[src/rtl/spi_pkg.sv]
// spi_pkg: shared definitions for the SPI responder.
//   - SPI mode constants (mode 0, MSB first)
//   - FSM state encoding
//   - default word width (tied to the CPU word) and default fill word
package spi_pkg;

  // Only mode 0 is implemented: sclk idles low, data sampled on the rising
  // edge and changed on the falling edge, most significant bit first.
  localparam logic CPOL      = 1'b0;
  localparam logic CPHA      = 1'b0;
  localparam logic MSB_FIRST = 1'b1;

  localparam int unsigned W_CPU      = 32;
  localparam int unsigned W_DATA_DEF = W_CPU;

  // Shifted out on MISO when the CPU has not queued a word in time.
  localparam logic [W_CPU-1:0] FILL_WORD_DEF = '0;

  typedef enum logic {
    ST_IDLE  = 1'b0,
    ST_SHIFT = 1'b1
  } spi_state_e;

endpackage

[src/rtl/spi_sync.sv]
// spi_sync: 2-FF synchronizer for one asynchronous input, with edge detect.
//   clk, rst : system clock, async active-low reset
//   d_in     : asynchronous input
//   q        : synchronized level
//   rise     : one-cycle pulse when q goes 0 -> 1
//   fall     : one-cycle pulse when q goes 1 -> 0
// RST_VAL is the idle level of the pin, so reset never produces a false edge.
module spi_sync #(
  parameter logic RST_VAL = 1'b0
) (
  input  logic clk,
  input  logic rst,
  input  logic d_in,
  output logic q,
  output logic rise,
  output logic fall
);

  logic ff1_q, ff1_d;
  logic ff2_q, ff2_d;
  logic prev_q, prev_d;

  always_comb begin
    ff1_d  = d_in;
    ff2_d  = ff1_q;
    prev_d = ff2_q;
  end

  always_ff @(posedge clk or negedge rst) begin
    if (!rst) begin
      ff1_q  <= RST_VAL;
      ff2_q  <= RST_VAL;
      prev_q <= RST_VAL;
    end else begin
      ff1_q  <= ff1_d;
      ff2_q  <= ff2_d;
      prev_q <= prev_d;
    end
  end

  assign q    = ff2_q;
  assign rise = ff2_q & ~prev_q;
  assign fall = ~ff2_q & prev_q;

endmodule

[src/rtl/spi_peripheral.sv]
// spi_peripheral: SPI responder (mode 0, MSB first, fixed word width).
// All SPI pins are oversampled in the clk domain; nothing runs on sclk.
//   clk, rst          : system clock, async active-low reset
//   sclk, cs_n, mosi  : SPI pins from the controller (asynchronous)
//   miso, miso_oe     : SPI data out and its enable (high while selected)
//   tx_data/valid/ready : CPU-side TX word, valid/ready handshake into a
//                       single-word buffer
//   rx_data, rx_valid : last complete received word, one-cycle update pulse
//   tx_underrun       : pulse when FILL_WORD is sent for lack of TX data
//   frame_abort       : pulse when cs_n rises with a partial word received
// W_CNT must satisfy 2**W_CNT > W_DATA. The sclk period must be at least
// 4 clk periods so every edge is seen after synchronization.
module spi_peripheral
  import spi_pkg::*;
#(
  parameter int unsigned       W_DATA    = W_DATA_DEF,
  parameter int unsigned       W_CNT     = 6,
  parameter logic [W_DATA-1:0] FILL_WORD = W_DATA'(FILL_WORD_DEF)
) (
  input  logic              clk,
  input  logic              rst,
  input  logic              sclk,
  input  logic              cs_n,
  input  logic              mosi,
  output logic              miso,
  output logic              miso_oe,
  input  logic [W_DATA-1:0] tx_data,
  input  logic              tx_valid,
  output logic              tx_ready,
  output logic [W_DATA-1:0] rx_data,
  output logic              rx_valid,
  output logic              tx_underrun,
  output logic              frame_abort
);

  localparam logic [W_CNT-1:0] LAST_BIT = W_CNT'(W_DATA - 1);

  // ---------------------------------------------------------------------
  // Pin synchronization
  // ---------------------------------------------------------------------
  logic sclk_s, sclk_rise, sclk_fall;
  logic cs_n_s, cs_rise, cs_fall;
  logic mosi_s, mosi_rise_unused, mosi_fall_unused;

  spi_sync #(.RST_VAL(1'b0)) u_sync_sclk (
    .clk (clk), .rst (rst), .d_in (sclk),
    .q   (sclk_s), .rise (sclk_rise), .fall (sclk_fall)
  );

  spi_sync #(.RST_VAL(1'b1)) u_sync_cs (
    .clk (clk), .rst (rst), .d_in (cs_n),
    .q   (cs_n_s), .rise (cs_rise), .fall (cs_fall)
  );

  spi_sync #(.RST_VAL(1'b0)) u_sync_mosi (
    .clk (clk), .rst (rst), .d_in (mosi),
    .q   (mosi_s), .rise (mosi_rise_unused), .fall (mosi_fall_unused)
  );

  // ---------------------------------------------------------------------
  // State
  // ---------------------------------------------------------------------
  spi_state_e        state_q, state_d;
  logic [W_CNT-1:0]  cnt_q, cnt_d;
  logic [W_DATA-1:0] tx_shift_q, tx_shift_d;
  // The final bit of a word goes straight into rx_data, so the shifter
  // only needs to hold W_DATA-1 bits.
  logic [W_DATA-2:0] rx_shift_q, rx_shift_d;
  logic              word_done_q, word_done_d;
  logic [W_DATA-1:0] tx_buf_q, tx_buf_d;
  logic              tx_full_q, tx_full_d;
  logic              miso_q, miso_d;
  logic              miso_oe_q, miso_oe_d;
  logic [W_DATA-1:0] rx_data_q, rx_data_d;
  logic              rx_valid_q, rx_valid_d;
  logic              tx_underrun_q, tx_underrun_d;
  logic              frame_abort_q, frame_abort_d;

  logic              reload;
  logic [W_DATA-1:0] reload_word;

  always_comb begin
    state_d       = state_q;
    cnt_d         = cnt_q;
    tx_shift_d    = tx_shift_q;
    rx_shift_d    = rx_shift_q;
    word_done_d   = word_done_q;
    tx_buf_d      = tx_buf_q;
    tx_full_d     = tx_full_q;
    miso_d        = miso_q;
    miso_oe_d     = miso_oe_q;
    rx_data_d     = rx_data_q;
    rx_valid_d    = 1'b0;
    tx_underrun_d = 1'b0;
    frame_abort_d = 1'b0;
    reload        = 1'b0;
    reload_word   = tx_full_q ? tx_buf_q : FILL_WORD;

    case (state_q)
      ST_IDLE: begin
        miso_oe_d = 1'b0;
        miso_d    = 1'b0;
        if (cs_fall) begin
          reload      = 1'b1;
          miso_oe_d   = 1'b1;
          cnt_d       = '0;
          word_done_d = 1'b0;
          state_d     = ST_SHIFT;
        end
      end

      ST_SHIFT: begin
        // cs_n rising takes priority over any sclk edge seen in the same cycle.
        if (cs_rise) begin
          frame_abort_d = (cnt_q != '0);
          miso_oe_d     = 1'b0;
          miso_d        = 1'b0;
          word_done_d   = 1'b0;
          state_d       = ST_IDLE;
        end else if (sclk_rise) begin
          rx_shift_d = {rx_shift_q[W_DATA-3:0], mosi_s};
          if (cnt_q == LAST_BIT) begin
            rx_data_d   = {rx_shift_q, mosi_s};
            rx_valid_d  = 1'b1;
            cnt_d       = '0;
            word_done_d = 1'b1;
          end else begin
            cnt_d = cnt_q + W_CNT'(1);
          end
        end else if (sclk_fall) begin
          // The falling edge after a word's last sample starts the next word,
          // giving gapless back-to-back words within a frame.
          if (word_done_q) begin
            reload      = 1'b1;
            word_done_d = 1'b0;
          end else begin
            tx_shift_d = tx_shift_q << 1;
            miso_d     = tx_shift_q[W_DATA-2];
          end
        end
      end

      default: state_d = ST_IDLE;
    endcase

    if (reload) begin
      tx_shift_d    = reload_word;
      miso_d        = reload_word[W_DATA-1];
      tx_underrun_d = ~tx_full_q;
    end

    // A reload drains the buffer; tx_ready only rises the cycle after, so a
    // word offered in the reload cycle waits one cycle. With an empty buffer
    // tx_ready is already high and a same-cycle offer is accepted.
    if (reload && tx_full_q) begin
      tx_full_d = 1'b0;
    end else if (tx_valid && !tx_full_q) begin
      tx_buf_d  = tx_data;
      tx_full_d = 1'b1;
    end
  end

  always_ff @(posedge clk or negedge rst) begin
    if (!rst) begin
      state_q       <= ST_IDLE;
      cnt_q         <= '0;
      tx_shift_q    <= '0;
      rx_shift_q    <= '0;
      word_done_q   <= 1'b0;
      tx_buf_q      <= '0;
      tx_full_q     <= 1'b0;
      miso_q        <= 1'b0;
      miso_oe_q     <= 1'b0;
      rx_data_q     <= '0;
      rx_valid_q    <= 1'b0;
      tx_underrun_q <= 1'b0;
      frame_abort_q <= 1'b0;
    end else begin
      state_q       <= state_d;
      cnt_q         <= cnt_d;
      tx_shift_q    <= tx_shift_d;
      rx_shift_q    <= rx_shift_d;
      word_done_q   <= word_done_d;
      tx_buf_q      <= tx_buf_d;
      tx_full_q     <= tx_full_d;
      miso_q        <= miso_d;
      miso_oe_q     <= miso_oe_d;
      rx_data_q     <= rx_data_d;
      rx_valid_q    <= rx_valid_d;
      tx_underrun_q <= tx_underrun_d;
      frame_abort_q <= frame_abort_d;
    end
  end

  assign miso        = miso_q;
  assign miso_oe     = miso_oe_q;
  assign tx_ready    = ~tx_full_q;
  assign rx_data     = rx_data_q;
  assign rx_valid    = rx_valid_q;
  assign tx_underrun = tx_underrun_q;
  assign frame_abort = frame_abort_q;

endmodule

[config.mk]
export PLATFORM = sky130hd
export DESIGN_NAME = spi_peripheral
export DESIGN_NICKNAME = d
export VERILOG_FILES = /design/src/rtl/spi_pkg.sv /design/src/rtl/spi_sync.sv /design/src/rtl/spi_peripheral.sv
export SDC_FILE = /design/constraint.sdc
export NUM_CORES = 1
export LEC_CHECK = 0
export ABC_AREA = 1
export CAP_MARGIN = 20
export CORE_ASPECT_RATIO = 0.8
export CORE_MARGIN = 2
export CORE_UTILIZATION = 60
export CTS_BUF_LIST = sky130_fd_sc_hd__clkbuf_16
export CTS_CLUSTER_DIAMETER = 30
export DETAILED_ROUTE_END_ITERATION = 12
export PLACE_DENSITY_LB_ADDON = 0.12
export SLEW_MARGIN = 15
export SYNTH_ARGS = -nofsm -noshare
export SYNTH_HDL_FRONTEND = slang
export SYNTH_HIERARCHICAL = 1
export SYNTH_SLANG_ARGS = --single-unit
export TNS_END_PERCENT = 1
[constraint.sdc]
create_clock -name clk -period 3.67 [get_ports clk]
set_input_delay 0.734 -clock clk [delete_from_list [all_inputs] [get_ports clk]]
set_output_delay 0.734 -clock clk [all_outputs]
set_load 0.02 [all_outputs]
=== Word level (Yosys, flattened, before mapping) ===
Index checks and enable logic that the tools add are counted.

* Register bits after elaboration: 148
* Input port bits: 38
* Output and inout port bits: 38
* Word-level logic and storage cells: 104

* $add $sub $neg: 1
* Equal/unequal tests: 13
* Mux-type cells: 43
* Bitwise logic cells: 12
* Reductions and logical operators: 14

{| class="wikitable"
|+ Operators with widths
! cell !! count
|-
| 2-to-1 mux 31 bit || 6
|-
| 2-to-1 mux 32 bit || 1
|-
| 2-to-1 mux 1 bit || 26
|-
| 2-to-1 mux 6 bit || 4
|-
| inequality test 4 x 3 -> 1 bit (second input constant) || 4
|-
| one-hot mux 6 bit (2 select lines) || 1
|-
| AND reduction 3 bit || 4
|-
| one-hot mux 1 bit (2 select lines) || 5
|-
| inequality test 2 bit (second input constant) || 4
|-
| NOT 1 bit || 8
|-
| adder 6 x 1 -> 6 bit (second input constant) || 1
|-
| == test 6 x 5 -> 1 bit (second input constant) || 1
|-
| inequality test 2 x 1 -> 1 bit (second input constant) || 3
|-
| nonzero test 2 bit || 3
|-
| nonzero test 6 bit || 1
|-
| AND reduction 5 bit || 1
|-
| AND 1 bit || 4
|-
| inequality test 4 bit (second input constant) || 1
|-
| AND reduction 4 bit || 1
|-
| logical AND 1 bit || 2
|-
| AND reduction 2 bit || 1
|-
| logical NOT 1 bit || 1
|}

=== Longest topological paths before layout ===
Gate-level depths: netlist of the first run.

* Depth in word-level cells: 9
* Depth in mapped cells: 11
* Mapped depth without buffers: 10

=== Cells and area by module ===
The synthesis of the first run kept the hierarchy.

{| class="wikitable"
|+ Modules (own cells, without submodules)
! module !! instances !! cells an instance !! area each (µm²) !! seq. area each (µm²)
|-
| spi_peripheral || 1 || 685 || 6030.8 || 3503.4
|-
| spi_sync at u_sync_mosi ... || 2 || 7 || 90.1 || 75.1
|-
| spi_sync at u_sync_cs || 1 || 7 || 93.8 || 78.8
|}

=== Worst setup path after synthesis of the first run ===
Ideal clock, no wire load.

* Path kind: register to register
* Start point: register u_sync_cs.ff2_q, in the netlist u_sync_cs/q
* End point: register rx_data_q[10], in the netlist rx_data[10]
* Setup time: 0.083 ns
* Arrival time: 1.585 ns
* Required time: 3.587 ns
* Path slack: 2.002 ns
* Cell stages (with the launch flop): 10
* Buffers on the path: 1
* Period minus slack after synthesis: 1.668 ns
* Path through: dfstp_2 inv_1 nor2_1 inv_1 nand3_2 inv_2 nand2_2 clkbuf_1 nand2_1 o21ai_0

* Cells in the longest elaborated chain, start to end: 3

{| class="wikitable"
|+ RTL lines
! element !! RTL line !! RTL
|-
| start, declared || spi_sync.sv:20 || <nowiki>logic ff2_q, ff2_d;</nowiki>
|-
| start signal, assigned || spi_sync.sv:32 || <nowiki>ff2_q <= RST_VAL;</nowiki>
|-
| start signal, assigned || spi_sync.sv:36 || <nowiki>ff2_q <= ff2_d;</nowiki>
|-
| AND 1 bit || spi_sync.sv:42 || <nowiki>assign rise = ff2_q & ~prev_q;</nowiki>
|-
| named net cs_rise || spi_peripheral.sv:42 || <nowiki>logic cs_n_s, cs_rise, cs_fall;</nowiki>
|-
| NOT 1 bit (no source line) || n/a ||
|-
| AND reduction 4 bit (no source line) || n/a ||
|-
| end signal, assigned || spi_peripheral.sv:188 || <nowiki>rx_data_q <= rx_data_d;</nowiki>
|-
| end, declared || spi_peripheral.sv:74 || <nowiki>logic [W_DATA-1:0] rx_data_q, rx_data_d;</nowiki>
|}

The timed path passes the listed nets, and every way through them passes these cells.
A chain may end at the register's enable or synchronous reset.

=== Final worst setup path of the first run ===
* Start point: register u_sync_sclk.ff2_q, in the netlist u_sync_sclk/q
* End point: register tx_shift_q[26]

* Cells in the longest elaborated chain, start to end: 8

{| class="wikitable"
|+ RTL lines
! element !! RTL line !! RTL
|-
| start, declared || spi_sync.sv:20 ||
|-
| start signal, assigned || spi_sync.sv:32 ||
|-
| start signal, assigned || spi_sync.sv:36 ||
|-
| NOT 1 bit (*) || spi_sync.sv:43 || <nowiki>assign fall = ~ff2_q & prev_q;</nowiki>
|-
| AND 1 bit (*) || spi_sync.sv:43 ||
|-
| named net sclk_fall || spi_peripheral.sv:41 || <nowiki>logic sclk_s, sclk_rise, sclk_fall;</nowiki>
|-
| 2-to-1 mux 1 bit || spi_peripheral.sv:130 || <nowiki>end else if (sclk_fall) begin</nowiki>
|-
| 2-to-1 mux 1 bit || spi_peripheral.sv:120 || <nowiki>end else if (sclk_rise) begin</nowiki>
|-
| 2-to-1 mux 1 bit || spi_peripheral.sv:114 || <nowiki>if (cs_rise) begin</nowiki>
|-
| one-hot mux 1 bit (2 select lines) || spi_peripheral.sv:99 || <nowiki>case (state_q)</nowiki>
|-
| inequality test 2 x 1 -> 1 bit (no source line) / nonzero test 2 bit (equally long branches) || n/a ||
|-
| AND reduction 5 bit (no source line) || n/a ||
|-
| end signal, assigned || spi_peripheral.sv:181 || <nowiki>tx_shift_q <= tx_shift_d;</nowiki>
|-
| end, declared || spi_peripheral.sv:65 || <nowiki>logic [W_DATA-1:0] tx_shift_q, tx_shift_d;</nowiki>
|}

The timed path passes the listed nets; every way through them passes the cells marked *.

==> metrics, run 1 <==
status finished, final reports clean; Slew Limit Fails 0; power per cell area roughly 640 mW/mm²; final WL approximately 12,000 µm; Hold/Removal Path Class flop to flop; RSZ-0062 raised after global routing no; Slew @ Worst Pin roughly 980 ps; biggest cell delay along the critical path 430 ps; number of diodes 0; worst path bufs/invs 3; CTS tree done; Avg Cell Area, Syn a little under 9 µm²; net switching power 1.40 mW; internal power 3.53 mW; Max Freq roughly 400 MHz; Core Area 0.0102 mm²; synth warn 6; dpl ws between 1000 and 1500 ps; die height 95.4 µm; Sink Count 148; WHS Path Cells 0; Setup Crit Path Kind flop to flop; Worst Slack Setup Final 1170 ps; dpl hpwl 7570 µm; Antenna Nets Post-Route 0; H-tree depth 4; Req. time, crit path 4010 ps; Total Power about 4.9 mW; setup_tns 0 ps; crit path DAT 2840 ps; worst-case hold path end point u_sync_mosi/q$_DFF_PN0_; hold buffer count at CTS 0; Worst Hold Launch u_sync_mosi/ff1_q$_DFF_PN0_; worst-path fanout max 34; setup violation total in the final timing report 0; FF-to-FF End tx_shift_q[26]$_DFFE_PN0P_; Reg power frac 45.2%; r2r setup slk 1170 ps; slowest CP cell inv_2; Initial Utilization 61.4%; routability congestion estimate from global placement between 0.7 and 0.8; most frequent CP cell nand2_1; Tot GR Track Use between 20% and 30%; clk_lat worst skew 400 ps; die footprint 0.0113 mm²; Area Growth Syn to Fin 22.1%; min Tclk post-route 2500 ps; wire per inst ~13 µm; DR vias/cell 5.08; maximum buffer depth of the clock tree 2; Nets 806; share of cells above drive strength 1 9.90%; clock power share 34.0%; Logic pwr share 20.9%; number of max-cap violations 0; first-pass GRT wire length about 21,000 µm; TritonRoute pass-1 iters 5; DRT iter0 DRCs 327; Post-CTS Setup Bufs 0; kind of start point of the critical path flop; syn nets 741; Final Hold Fails 0; Synth Cell Area 0.00626 mm²; number of global-route vias before repair 4,548; FILL cells 754; crit path capture type flop; final period utilization 68.2%; FP Rows 33; total gr overflow 0; CTS Buf Count 17; initial antenna violation count 0; Worst R2R Path Depth 10; Gate Count Post-Synth 701; LEAKAGE 3.88 nW; final core utilization 75.0%; post-CTS sizing 0; IO buf count 75; root buffer cell clkbuf_16; cells along the critical path nor2_1 > inv_1 > nor2_1 > nand3_4 > nand3_1 > nand2_1 > buf_4 > inv_2 > nand2_1 > nand2_1; CTS clk-pin slew, worst paths approximately 50 ps; detailed-route DRC error count 0; clk_skew 8.04 ps; io pins 76; relative max-transition margin 34.4%; largest net degree at the start of global routing a little over 80; Die X-Extent 118 µm; maximum vdd drop 0.573 mV; DR vias roughly 4,700; Net Sw Frac 28.3%; Crit path max-delay family simple AND/OR/NAND/NOR gates; Reg2Reg Launch Point u_sync_sclk/q$_DFF_PN0_
-- worst reg2reg max path, cell delays in order, from the launching register on --
cell and delay (ps):
dfrtp_1 390, nor2_1 160, inv_1 60, nor2_1 280
nand3_4 410, nand3_1 180, nand2_1 70, buf_4 240
inv_2 430, nand2_1 140, nand2_1 90
-- worst max path at each step --
stage | cells past startpoint | endpoint | startpoint | slack (ps)
3_5_place_dp | 10 | tx_shift_q[23]$_DFFE_PN0P_ | u_sync_sclk/q$_DFF_PN0_ | 1240
6_report | 10 | tx_shift_q[26]$_DFFE_PN0P_ | u_sync_sclk/q$_DFF_PN0_ | 1170
2_1_floorplan | 9 | rx_data[10]$_DFFE_PN0P_ | u_sync_cs/q$_DFF_PN1_ | 2000
5_1_grt | 10 | tx_shift_q[1]$_DFFE_PN0P_ | u_sync_sclk/q$_DFF_PN0_ | 890
4_1_cts | 10 | tx_shift_q[26]$_DFFE_PN0P_ | u_sync_sclk/q$_DFF_PN0_ | 1180
3_3_place_gp | 10 | tx_shift_q[26]$_DFFE_PN0P_ | u_sync_cs/q$_DFF_PN1_ | 1380
-- layer usage --
layer	wire, µm	part of all wire [%]	up-vias	GRT usage [%]
met2	5900	49	97	37.6
met3	513	4.2	12	6.22
met1	5610	46	2260	30.6
met4	130	1.1	0	7.93
li1	-	-	2294	-
met5	0	0	-	0
-- metrics by stage --
stage	area [µm²]	std cells	hold slack, ps
floorplan	6260	701	331
finish	7650	918	348
global placement	7080	887	337
global route	7650	918	350
detailed placement	7080	887	336
CTS	7650	918	350
-- layout by cell type (no fill, tap or decap), drive strengths merged --
cell / n
dfrtp: 145
clkbuf: 17
nand3: 39
clkdlybuf4s50: 74
dfstp: 3
a21oi: 2
nor3: 1
clkinv: 9
clkinvlp: 1
mux2: 32
o21ai: 67
inv: 83
buf: 6
xor2: 2
nand2: 275
ha: 2
nand4: 2
or2: 1
nor2: 14
bufinv: 3
-- power groups by stage --
stage | Combinational (mW) | Clock [mW] | Sequential, mW
after floorplan | 0.794 | 0 | 2.19
after global placement | 0.984 | 0 | 2.22
after detailed placement | 1.03 | 0 | 2.24
after CTS | 1.04 | 1.70 | 2.22
after global routing | 1.19 | 1.76 | 2.27
final | 1.03 | 1.67 | 2.23
-- sequential cells by signal, indices dropped and copies added (netlist names), 6 cells and up --
register	flops
rx_data	32
cnt_q	6
rx_shift_q	31
tx_buf_q	32
tx_shift_q	31
-- layout make-up --
cell class                 instances  area, µm²  area share, %
clock buffer                      17        425           5.56
clock inverter                    14        145           1.90
inverter                          82        308           4.02
multi-input combinational        437       2080           27.3
sequential                       148       3710           48.5
tap                              140        175           2.29
timing repair buffer              80        802           10.5
(Power assumes the default switching activity.)
==> run 2, diff against run 1 <==
--- a/config.mk
+++ b/config.mk
@@ -9,7 +9,7 @@
 export CAP_MARGIN = 20
 export CORE_ASPECT_RATIO = 0.8
 export CORE_MARGIN = 2
-export CORE_UTILIZATION = 60
+export CORE_UTILIZATION = 56
 export CTS_BUF_LIST = sky130_fd_sc_hd__clkbuf_16
 export CTS_CLUSTER_DIAMETER = 30
 export DETAILED_ROUTE_END_ITERATION = 12
==> constraint.sdc (replaced) <==
create_clock -name clk -period 2.45 [get_ports clk]
set_input_delay 0.49 -clock clk [delete_from_list [all_inputs] [get_ports clk]]
set_output_delay 0.49 -clock clk [all_outputs]
set_load 0.02 [all_outputs]
==> metrics, run 2 (synthesis results as in run 1) <==
status finished, final reports clean; Final Non-Filler Cells 930 (+1.3%); root buffer cell clkbuf_16; worst-path fanout max 59 (+74%); Nets 813 (+0.87%); Slew @ Worst Pin 662 ps (-318 ps); Area Growth Syn to Fin 23.6%; CTS tree done; most frequent CP cell inv_1; Total Power 7.42 mW (+51%); final WL 11,900 µm (-2.4%); die height 98.6 µm (+3.4%); FP Rows 34 (+3.0%); initial antenna violation count 0 (unchanged); CTS Buf Count 17 (unchanged); cells along the critical path inv_1 > nor2_1 > inv_1 > nand3_2 > buf_4 > nand2_1 > inv_1 > o21ai_0 > nand2_1 > inv_1; total gr overflow 0 (unchanged); maximum vdd drop 0.570 mV (-0.67%); post-CTS sizing 0 (unchanged); Post-Place Cells 897 (+1.1%); Max Freq 453 MHz (+14%); slowest CP cell dfstp_2; clk_lat worst skew 410 ps (about the same); min Tclk post-route 2210 ps (-298 ps); die footprint 0.0121 mm² (+6.9%); Worst Slack Setup Final 245 ps (-922 ps); DR vias 4,628 (-0.75%); largest net degree at the start of global routing 60 (-27%); power per cell area 959 mW/mm² (+49%); Setup Crit Path Kind flop to flop; wire per inst 12.8 µm (-3.6%); relative max-transition margin 55.7% (+21 points); number of max-cap violations 0 (unchanged); Core Area 0.0109 mm² (+6.8%); net switching power 2.11 mW (+51%); Hold/Removal Path Class flop to flop; H-tree depth 4 (unchanged); Slew Limit Fails 0 (unchanged); share of cells above drive strength 1 10.9% (+1.0 points); kind of start point of the critical path flop; Post-CTS Setup Bufs 0 (unchanged); Antenna Nets Post-Route 0 (unchanged); DRT iter0 DRCs 385 (+18%); worst path bufs/invs 5 (+2); DR vias/cell 4.98 (-2.0%); final period utilization 90.0% (+22 points); IO buf count 75 (unchanged); setup violation total in the final timing report 0 (unchanged); Initial Utilization 57.5% (-3.9 points); maximum buffer depth of the clock tree 2 (unchanged); TritonRoute pass-1 iters 5 (unchanged); FILL cells 859 (+14%); post-layout instance area 0.00774 mm² (+1.2%); routability congestion estimate from global placement 0.757 (-4.9%); Final Hold Fails 0 (unchanged); RSZ-0062 raised after global routing no; first-pass GRT wire length 20,500 µm (-0.63%); clk_skew 8.02 ps (-0.0151 ps); setup_tns 0 ps (unchanged); biggest cell delay along the critical path 540 ps (+110 ps); crit path capture type flop; clock power share 34.7% (+0.7 points); dpl ws 234 ps (-1010 ps); Net Sw Frac 28.4% (+0.062 points); LEAKAGE 3.92 nW (+0.90%); commonest non-fill, non-tap cell in the layout nand2_1; dpl cell area 0.00714 mm² (+0.88%); Tot GR Track Use 21.4% (-1.8 points); internal power 5.31 mW (+50%); crit path DAT 2510 ps (-330 ps); detailed-route DRC error count 0 (unchanged); Die X-Extent 122 µm (+3.4%); Reg power frac 44.8% (-0.4 points); Req. time, crit path 2760 ps (-1250 ps); number of diodes 0 (unchanged); most frequent cells in the layout nand2_1 (272), dfrtp_1 (145), inv_1 (81); Sink Count 148 (unchanged); CTS clk-pin slew, worst paths 60 ps (about the same); Crit path max-delay family buffers and inverters; io pins 76 (unchanged); Logic pwr share 20.5% (-0.4 points); dpl hpwl 7520 µm (-0.67%); number of global-route vias before repair 4,488 (-1.3%)
## run 2: cell type report
cell class,count,area [µm²],share of cell area (%)
sequential,148,3710,47.9
tap,144,180,2.33
clock buffer,17,425,5.50
timing repair buffer,87,870,11.2
inverter,82,308,3.98
clock inverter,15,166,2.15
multi-input combinational,437,2080,26.9
## run 2: repair_timing
item / CTS / global route
endpoints found under the setup margin: 0 / 0
endpoints found under the hold margin: 33 / 0
hold buffers: 1 / 0
## run 2: metal layers
layer	routed length, µm	global-route usage, %	up-vias	part of all wire [%]
met5	0	0	-	0
met4	72	5.84	0	0.61
met3	478	5.61	7	4.0
met2	5710	35.3	91	48
met1	5610	28.1	2222	47
li1	-	-	2308	-
## run 2: path summary, 6_finish.rpt
| path | from | endpoint | slack (ps) | cells past startpoint |
|---|---|---|---|---|
| worst max-delay path | u_sync_cs/q$_DFF_PN1_ | cnt_q[4]$_DFFE_PN0P_ | 240 | 10 |
| worst min-delay path | u_sync_mosi/ff1_q$_DFF_PN0_ | u_sync_mosi/q$_DFF_PN0_ | 350 | 0 |
| worst max register to register | u_sync_cs/q$_DFF_PN1_ | cnt_q[4]$_DFFE_PN0P_ | 240 | 10 |
| worst min register to register | u_sync_mosi/ff1_q$_DFF_PN0_ | u_sync_mosi/q$_DFF_PN0_ | 350 | 0 |
| max in group asynchronous | rst | tx_buf_q[0]$_DFFE_PN0P_ | 1140 | 3 |
| min in group asynchronous | rst | rx_shift_q[7]$_DFFE_PN0P_ | 540 | 2 |
## run 2: power by group through the flow
stage          Sequential [mW]  Combinational [mW]  Clock [mW]
2_1_floorplan             3.27                1.19           0
5_1_grt                   3.40                1.77        2.73
3_5_place_dp              3.35                1.53           0
4_1_cts                   3.32                1.55        2.61
6_report                  3.32                1.52        2.58
3_3_place_gp              3.32                1.49           0
## run 2: through the flow
| stage | utilization [%] | hold WS (ps) |
|---|---|---|
| 2_1_floorplan | - | 194 |
| 3_3_place_gp | 65.6 | 337 |
| 3_5_place_dp | 65.6 | 337 |
| 4_1_cts | 71.1 | 347 |
| 5_1_grt | 71.1 | 348 |
| 6_report | 71.1 | 345 |
